==> src/rtl/stick_center_calibrator.sv <==
// Frame-paced rest-position calibration for the main stick and C-stick: debounce, settle, average, publish.
// Define STICK_SPREAD_CHECK_EN to add per-axis min/max tracking and reject calibrations where a stick moved.
module stick_center_calibrator #(
   parameter int DEBOUNCE_FRAMES = 3,
   parameter int SETTLE_FRAMES   = 4,
   parameter int SAMPLE_LOG2     = 3,
   parameter int MAX_SPREAD      = 6
) (
   input  logic       clk,
   input  logic       rst_n,
   input  logic       frame_tick,
   input  logic       start_pause,
   input  logic [7:0] joy_x,
   input  logic [7:0] joy_y,
   input  logic [7:0] c_stick_x,
   input  logic [7:0] c_stick_y,
   output logic [7:0] joy_x_center,
   output logic [7:0] joy_y_center,
   output logic [7:0] c_stick_x_center,
   output logic [7:0] c_stick_y_center,
   output logic       cal_busy,
   output logic       cal_done,
   output logic       cal_error
);

   localparam int ACC_W = 8 + SAMPLE_LOG2;
   localparam int DEB_W = $clog2(DEBOUNCE_FRAMES + 1);
   localparam int SET_W = $clog2(SETTLE_FRAMES + 1);
   localparam int SMP_W = SAMPLE_LOG2 + 1;

   localparam logic [DEB_W-1:0] DEB_LAST   = DEB_W'(DEBOUNCE_FRAMES - 1);
   localparam logic [SET_W-1:0] SET_LAST   = SET_W'(SETTLE_FRAMES - 1);
   localparam logic [SMP_W-1:0] SMP_LAST   = SMP_W'((1 << SAMPLE_LOG2) - 1);
   localparam logic [7:0]       CENTER_RST = 8'd128;

   typedef enum logic [2:0] {
      S_IDLE,
      S_DEBOUNCE,
      S_SETTLE,
      S_SAMPLE,
      S_CHECK,
      S_WAIT_RELEASE
   } state_t;

   state_t             r_state;
   state_t             w_next;
   logic [DEB_W-1:0]   r_deb_cnt;
   logic [SET_W-1:0]   r_set_cnt;
   logic [SMP_W-1:0]   r_smp_cnt;
   logic [7:0]         w_axis   [4];
   logic [ACC_W-1:0]   r_acc    [4];
   logic [7:0]         r_center [4];
   logic               r_cal_done;
   logic               w_reject;
   logic               w_enter_sample;
   logic               w_arm;

   // Axis order 0..3: joy_x, joy_y, c_stick_x, c_stick_y.
   always_comb begin
      w_axis[0] = joy_x;
      w_axis[1] = joy_y;
      w_axis[2] = c_stick_x;
      w_axis[3] = c_stick_y;
   end

   // ------------------------------------------------------------------
   // State register and next-state logic
   // ------------------------------------------------------------------
   // NOTE: sequential state is written with non-blocking assignments so every flop samples pre-edge values.
   always_ff @(posedge clk) begin
      if (!rst_n) begin
         r_state <= S_IDLE;
      end else begin
         r_state <= w_next;
      end
   end

   // NOTE: w_next gets its default before the case so no path leaves it unassigned (no latch).
   always_comb begin
      w_next = r_state;
      unique case (r_state)
         S_IDLE: begin
            if (frame_tick && start_pause) begin
               w_next = (DEBOUNCE_FRAMES == 1) ? S_SETTLE : S_DEBOUNCE;
            end
         end
         S_DEBOUNCE: begin
            if (frame_tick) begin
               if (!start_pause) begin
                  w_next = S_IDLE;
               end else if (r_deb_cnt == DEB_LAST) begin
                  w_next = S_SETTLE;
               end
            end
         end
         S_SETTLE: begin
            if (frame_tick && (r_set_cnt == SET_LAST)) begin
               w_next = S_SAMPLE;
            end
         end
         S_SAMPLE: begin
            if (frame_tick && (r_smp_cnt == SMP_LAST)) begin
               w_next = S_CHECK;
            end
         end
         S_CHECK: begin
            w_next = S_WAIT_RELEASE;
         end
         S_WAIT_RELEASE: begin
            if (frame_tick && !start_pause) begin
               w_next = S_IDLE;
            end
         end
         default: begin
            w_next = S_IDLE;
         end
      endcase
   end

   assign w_arm          = (r_state == S_IDLE) && (w_next != S_IDLE);
   assign w_enter_sample = (r_state == S_SETTLE) && (w_next == S_SAMPLE);

   // ------------------------------------------------------------------
   // Frame counters
   // ------------------------------------------------------------------
   always_ff @(posedge clk) begin
      if (!rst_n) begin
         r_deb_cnt <= '0;
         r_set_cnt <= '0;
         r_smp_cnt <= '0;
      end else begin
         unique case (r_state)
            S_IDLE: begin
               // Preloaded so the arming tick itself counts as the first debounce frame.
               r_deb_cnt <= DEB_W'(1);
               r_set_cnt <= '0;
            end
            S_DEBOUNCE: begin
               if (frame_tick && start_pause) begin
                  r_deb_cnt <= (r_deb_cnt == DEB_LAST) ? '0 : r_deb_cnt + 1'b1;
               end
            end
            S_SETTLE: begin
               if (frame_tick) begin
                  if (r_set_cnt == SET_LAST) begin
                     r_set_cnt <= '0;
                     r_smp_cnt <= '0;
                  end else begin
                     r_set_cnt <= r_set_cnt + 1'b1;
                  end
               end
            end
            S_SAMPLE: begin
               if (frame_tick) begin
                  r_smp_cnt <= r_smp_cnt + 1'b1;
               end
            end
            default: begin
            end
         endcase
      end
   end

   // ------------------------------------------------------------------
   // Accumulators, published centers, done pulse
   // ------------------------------------------------------------------
   always_ff @(posedge clk) begin
      if (!rst_n) begin
         for (int a = 0; a < 4; a++) begin
            r_acc[a]    <= '0;
            r_center[a] <= CENTER_RST;
         end
         r_cal_done <= 1'b0;
      end else begin
         r_cal_done <= 1'b0;
         for (int a = 0; a < 4; a++) begin
            if (w_enter_sample) begin
               r_acc[a] <= '0;
            end else if ((r_state == S_SAMPLE) && frame_tick) begin
               r_acc[a] <= r_acc[a] + ACC_W'(w_axis[a]);
            end
         end
         // All four centers commit on the same edge or not at all.
         if ((r_state == S_CHECK) && !w_reject) begin
            for (int a = 0; a < 4; a++) begin
               r_center[a] <= r_acc[a][ACC_W-1:SAMPLE_LOG2];
            end
            r_cal_done <= 1'b1;
         end
      end
   end

`ifdef STICK_SPREAD_CHECK_EN
   logic [7:0] r_min [4];
   logic [7:0] r_max [4];
   logic       r_cal_error;

   always_ff @(posedge clk) begin
      if (!rst_n) begin
         for (int a = 0; a < 4; a++) begin
            r_min[a] <= '0;
            r_max[a] <= '0;
         end
      end else begin
         for (int a = 0; a < 4; a++) begin
            if (w_enter_sample) begin
               r_min[a] <= '0;
               r_max[a] <= '0;
            end else if ((r_state == S_SAMPLE) && frame_tick) begin
               if (r_smp_cnt == '0) begin
                  r_min[a] <= w_axis[a];
                  r_max[a] <= w_axis[a];
               end else begin
                  if (w_axis[a] < r_min[a]) r_min[a] <= w_axis[a];
                  if (w_axis[a] > r_max[a]) r_max[a] <= w_axis[a];
               end
            end
         end
      end
   end

   always_comb begin
      w_reject = 1'b0;
      for (int a = 0; a < 4; a++) begin
         if ((r_max[a] - r_min[a]) > 8'(MAX_SPREAD)) begin
            w_reject = 1'b1;
         end
      end
   end

   // Sticky until the next arming so software can read it after the sequence ends.
   always_ff @(posedge clk) begin
      if (!rst_n) begin
         r_cal_error <= 1'b0;
      end else if (w_arm) begin
         r_cal_error <= 1'b0;
      end else if ((r_state == S_CHECK) && w_reject) begin
         r_cal_error <= 1'b1;
      end
   end

   assign cal_error = r_cal_error;
`else
   assign w_reject  = 1'b0;
   assign cal_error = 1'b0;
`endif

   assign joy_x_center     = r_center[0];
   assign joy_y_center     = r_center[1];
   assign c_stick_x_center = r_center[2];
   assign c_stick_y_center = r_center[3];
   assign cal_busy         = (r_state != S_IDLE);
   assign cal_done         = r_cal_done;

endmodule

==> config.mk <==
export PLATFORM = sky130hd
export DESIGN_NAME = stick_center_calibrator
export DESIGN_NICKNAME = d
export VERILOG_FILES = /design/src/rtl/stick_center_calibrator.sv
export SDC_FILE = /design/constraint.sdc
export NUM_CORES = 1
export LEC_CHECK = 0
export BUFFER_PORTS_ARGS = -buffer_cell sky130_fd_sc_hd__buf_2
export CORE_MARGIN = 3
export CORE_UTILIZATION = 62
export CTS_CLUSTER_DIAMETER = 120
export DETAILED_ROUTE_END_ITERATION = 16
export PLACE_DENSITY = 0.85
export SLEW_MARGIN = 20
export SYNTH_ARGS = -nofsm -noshare
export SYNTH_HDL_FRONTEND = slang
export SYNTH_SLANG_ARGS = --single-unit
==> constraint.sdc <==
create_clock -name clk -period 6.3 [get_ports clk]
set_clock_uncertainty 0.2 [all_clocks]
set_input_delay 0.315 -clock clk [delete_from_list [all_inputs] [get_ports clk]]
set_output_delay 0.315 -clock clk [all_outputs]
set_load 0.03 [all_outputs]
=== After elaboration in Yosys (flattened, before gate mapping) ===
Memories as Yosys holds them, arrays and structs flattened.
Index checks and enable logic that the tools add are counted.

* Bits in registers: 13
* Memory bits (writable): 76
* Input port bits: 36
* Output and inout bits: 35
* Logic and storage cells: 95
* Memories: 2

* Add/sub/neg operators: 7
* Equality and inequality tests: 13
* Muxes and demuxes: 41
* Bitwise operators: 12
* Reduce and logical (&&, ||, !) cells: 15

{| class="wikitable"
|+ Memory list
! memory !! words !! width !! rd ports !! clocked after memory_dff !! write ports !! RTL line !! text
|-
| r_acc || 4 || 11 || 4 || 0 || 4 || 51 || <nowiki>logic [ACC_W-1:0] r_acc [4];</nowiki>
|-
| r_center || 4 || 8 || 4 || 0 || 4 || 52 || <nowiki>logic [7:0] r_center [4];</nowiki>
|}

{| class="wikitable"
|+ Operator list
! kind !! number
|-
| $mux 11 || 8
|-
| $add 11x8->11 || 4
|-
| $mux 8 || 4
|-
| $mux 3 || 9
|-
| $pmux 3 s6 || 1
|-
| $eq 3x2->1 const B || 4
|-
| $mux 4 || 3
|-
| $or 1x1->1 || 12
|-
| $mux 1 || 11
|-
| $ne 2x2->1 const B || 4
|-
| $pmux 4 s2 || 1
|-
| $eq 3x3->1 const B || 2
|-
| $logic_and 1x1->1 || 6
|-
| $pmux 3 s2 || 1
|-
| $reduce_bool 2->1 || 3
|-
| $add 4x1->4 const B || 1
|-
| $eq 4x3->1 const B || 1
|-
| $mux 2 || 2
|-
| $pmux 2 s2 || 1
|-
| $reduce_and 2->1 || 2
|-
| $reduce_and 4->1 || 1
|-
| $add 3x1->3 const B || 1
|-
| $eq 3x1->1 const B || 1
|-
| $logic_not 3->1 || 1
|-
| 4 further kinds || 4
|}

=== Logic depth before layout (Yosys ltp) ===
* Depth after elaboration: 12
* Gate-level depth with buffers: 8
* Mapped depth without buffers: 8

=== Worst setup path after synthesis ===
OpenSTA, ideal clock, no wires.

* Kind: register to register
* Start: register r_state[1]
* End: memory r_center[0][0], enable pin
* Library setup time: 0.466 ns
* Data arrival time: 2.854 ns
* Data required time: 5.634 ns
* Setup slack: 2.780 ns
* Cell stages (with the launch flop): 5
* Buffers on the path: 1
* Period minus slack after synthesis: 3.520 ns
* Path through: dfxtp_1 -> buf_4 -> inv_2 -> nand2_1 -> o21ai_0

{| class="wikitable"
|+ RTL lines
! what !! RTL line !! text
|-
| from (decl) || 45 || <nowiki>state_t r_state;</nowiki>
|-
| from (signal assigned) || 74 || <nowiki>r_state <= w_next;</nowiki>
|-
| to (decl) || 52 ||
|}

==> results.json <==
{
  "cp_slowest_cell": "nand3_1",
  "insertion_delay_ps": 360,
  "synth_compound_area_share_pct": 14.26,
  "finalWirelength_mm": 9.707,
  "cts_hold_buffers": 0,
  "p_sw_uw": 318.2,
  "netlist_area_sq_um": 5009,
  "hold_class": "in2reg",
  "p_clk_share_pct": 35.6,
  "synth_edf_count": 76,
  "fmax_mhz": 360.2,
  "cp_data_arrival_time_ps": 2780,
  "grt_max_degree": 34,
  "synth_top_family_by_area": "simple AND/OR/NAND/NOR gates",
  "synth.area.top_cells": "edfxtp_1, ha_1, dfxtp_1",
  "synth_async_sr_flop_share_pct": 0,
  "worstPathRequired_ps": 6310,
  "end_kind": "flip-flop",
  "netlist_instances": 454,
  "fillers": 557,
  "slowest_delay_ps": 620,
  "p_int_uw": 984.2,
  "fin_area_sq_um": 5683,
  "final_nets": 599,
  "cts_sinks": 89,
  "drtAntennaViolNets": 0,
  "finalCritPeriodShare_pct": 44.06,
  "synth_xor_area_share_pct": 2.973,
  "core_sq_um": 7767,
  "synth_top_area_share_pct": 45.57,
  "crit_fanout": 21,
  "maxSlewHeadroom_pct": 46.73,
  "start_kind": "flip-flop",
  "cts.path.max_buffers": 2,
  "gp_congestion": 0.9276,
  "vias": 3626,
  "ys_seq_area_share_pct": 50.76,
  "grt_overflow": 0,
  "synth.most_common_cell": "edfxtp_1",
  "dr.pass1.iters": 5,
  "first_iter_violations": 166,
  "p_sw_share_pct": 24.43,
  "antenna_found_initial": 0,
  "tightest_slew_ps": 796.9,
  "path_clk_slew_ps": 80,
  "status": "finished clean",
  "die_x_um": 95.88,
  "cts_tree": "built",
  "syn_avg_cell_area_sq_um": 11.03,
  "clock-root-buffer": "clkbuf_8",
  "p_leak_nw": 2.278,
  "cts_buffers": 9,
  "drt-vias-per-instance": 5.737,
  "diodes": 0,
  "die_area_sq_um": 9193,
  "htree_levels": 3,
  "pin_count": 71,
  "setup_viol": 0,
  "die_h_um": 95.88,
  "final_layout_size_suffix_gt1_share_pct": 21.13,
  "grt_usage_pct": 22.04,
  "grt_setup_unrepaired": "false",
  "start_util_pct": 64.48,
  "synthFlopType": "edfxtp_1",
  "p_per_area_nw_per_um2": 229.2,
  "ctsResizeCount": 0,
  "synth_adder_area_share_pct": 10.09,
  "p_seq_share_pct": 51.3,
  "finalHoldViolCount": 0,
  "synthSimpleGateAreaFrac_pct": 17.66,
  "fp-row-count": 32,
  "drv_cap": 0,
  "synth_fp_nets": 528,
  "yosys.area.top_type": "edfxtp_1",
  "port_buffers": 69,
  "yosys_warnings": 0,
  "grt_pass1_vias": 3610,
  "period_needed_ps": 2776,
  "p_comb_share_pct": 13.1,
  "finalMaxSlewViolations": 0,
  "area_delta_synth_final_pct": 13.46,
  "synthMuxAreaShare_pct": 1.424,
  "dpl-instance-area_sq_um": 5449,
  "critPathKind": "reg2reg",
  "wl_per_cell_um": 15.36,
  "synth_cell_types": 51,
  "peakVddDrop_mv": 0.1351,
  "cts_setup_buffers": 0,
  "cp_cell_sequence": "nor2b_1 -> nand3_1 -> buf_4 -> or2_2 -> mux2i_1",
  "place_hpwl_mm": 6.829,
  "grt_pass1_wl_mm": 15.61,
  "post-route-drc-count": 0,
  "synth_top_cells_by_count": "edfxtp_1, nor2_1, and2_1",
  "fin_tns_setup_ps": 0,
  "ys_seq_elements": 89
}
==> cell families after synthesis <==
group,after synthesis
mux,7
xor+xnor,17
buf+inv,32
flops,89
compound gates,101
simple gates,169
other cells,1
fa+ha+maj,38
==> power by group through the flow <==
stage,clock network (mW),logic [mW],registers (mW)
2_1_floorplan,0,0.104,0.700
3_3_place_gp,0,0.163,0.680
3_5_place_dp,0,0.168,0.681
4_1_cts,0.472,0.170,0.668
5_1_grt,0.493,0.188,0.670
6_report,0.464,0.171,0.668
==> registers in the layout (all words and copies together), names as in the netlist <==
register,cells
r_set_cnt,3
r_acc,44
r_smp_cnt,4
r_state,3
r_center,32
cal_done,1
r_deb_cnt,2
==> placed cells by master, fill, tap and decap left out, types with 4 or more instances in the layout <==
cell type / count
a211oi_1: 9
a21o_1: 8
a21oi_1: 27
and2_1: 35
and3_1: 4
buf_2: 69
buf_4: 4
clkbuf_8: 9
dfxtp_1: 13
edfxtp_1: 76
fa_1: 4
ha_1: 34
inv_1: 18
mux2i_1: 6
nand2_1: 26
nand2b_1: 5
nand3_1: 8
nand4_1: 6
nor2_1: 45
nor2b_1: 10
nor3_1: 12
o21a_1: 9
o21ai_0: 24
o21bai_1: 4
or2_2: 7
xor2_1: 14
==> metal layers <==
layer	global-route usage (%)	wire length (um)	up-vias
li1	-	-	1781
met1	25.65	3916	1686
met2	38.27	4916	134
met3	3.831	598	25
met4	12.56	275	0
met5	0	0	-
==> final cells by class <==
cell class / instances / area (sq um) / area share [%]
repair buffers: 73 / 375.4 / 6.605
clock inverters: 6 / 106.4 / 1.871
inverters: 19 / 71.32 / 1.255
clock buffers: 10 / 127.6 / 2.246
well taps: 102 / 127.6 / 2.246
flip-flops and latches: 89 / 2542 / 44.74
multi-input cells: 333 / 2332 / 41.04
==> metrics by stage <==
step / setup slack (ps) / utilization (%) / power [mW] / cells / hold slack [ps]
after floorplan: 2780 / - / 0.8042 / 454 / 222.8
after global placement: 3637 / 70.15 / 0.8428 / 616 / 234.2
after detailed placement: 3590 / 70.15 / 0.8494 / 616 / 247.1
after CTS: 3559 / 73.16 / 1.309 / 632 / 66.22
after global routing: 3369 / 73.16 / 1.351 / 632 / 87.86
final: 3524 / 73.16 / 1.302 / 632 / 77.33
==> final timing paths <==
path | from | to | slack [ps] | cells past startpoint
worst max-delay path | r_state[0] | r_acc[2][10] | 3520 | 5
worst min-delay path | rst_n | r_set_cnt[2] | 80 | 2
worst max register to register | r_state[0] | r_acc[2][10] | 3520 | 5
worst min register to register | r_set_cnt[2] | r_set_cnt[2] | 260 | 1
==> worst max-delay path, delay by kind of cell, from the launching register on <==
family        cells  cell delay, ps
buf+inv           1             470
flops             1             570
mux               1             130
simple gates      3            1260
No activity file was read; power rests on OpenSTA's default activity.
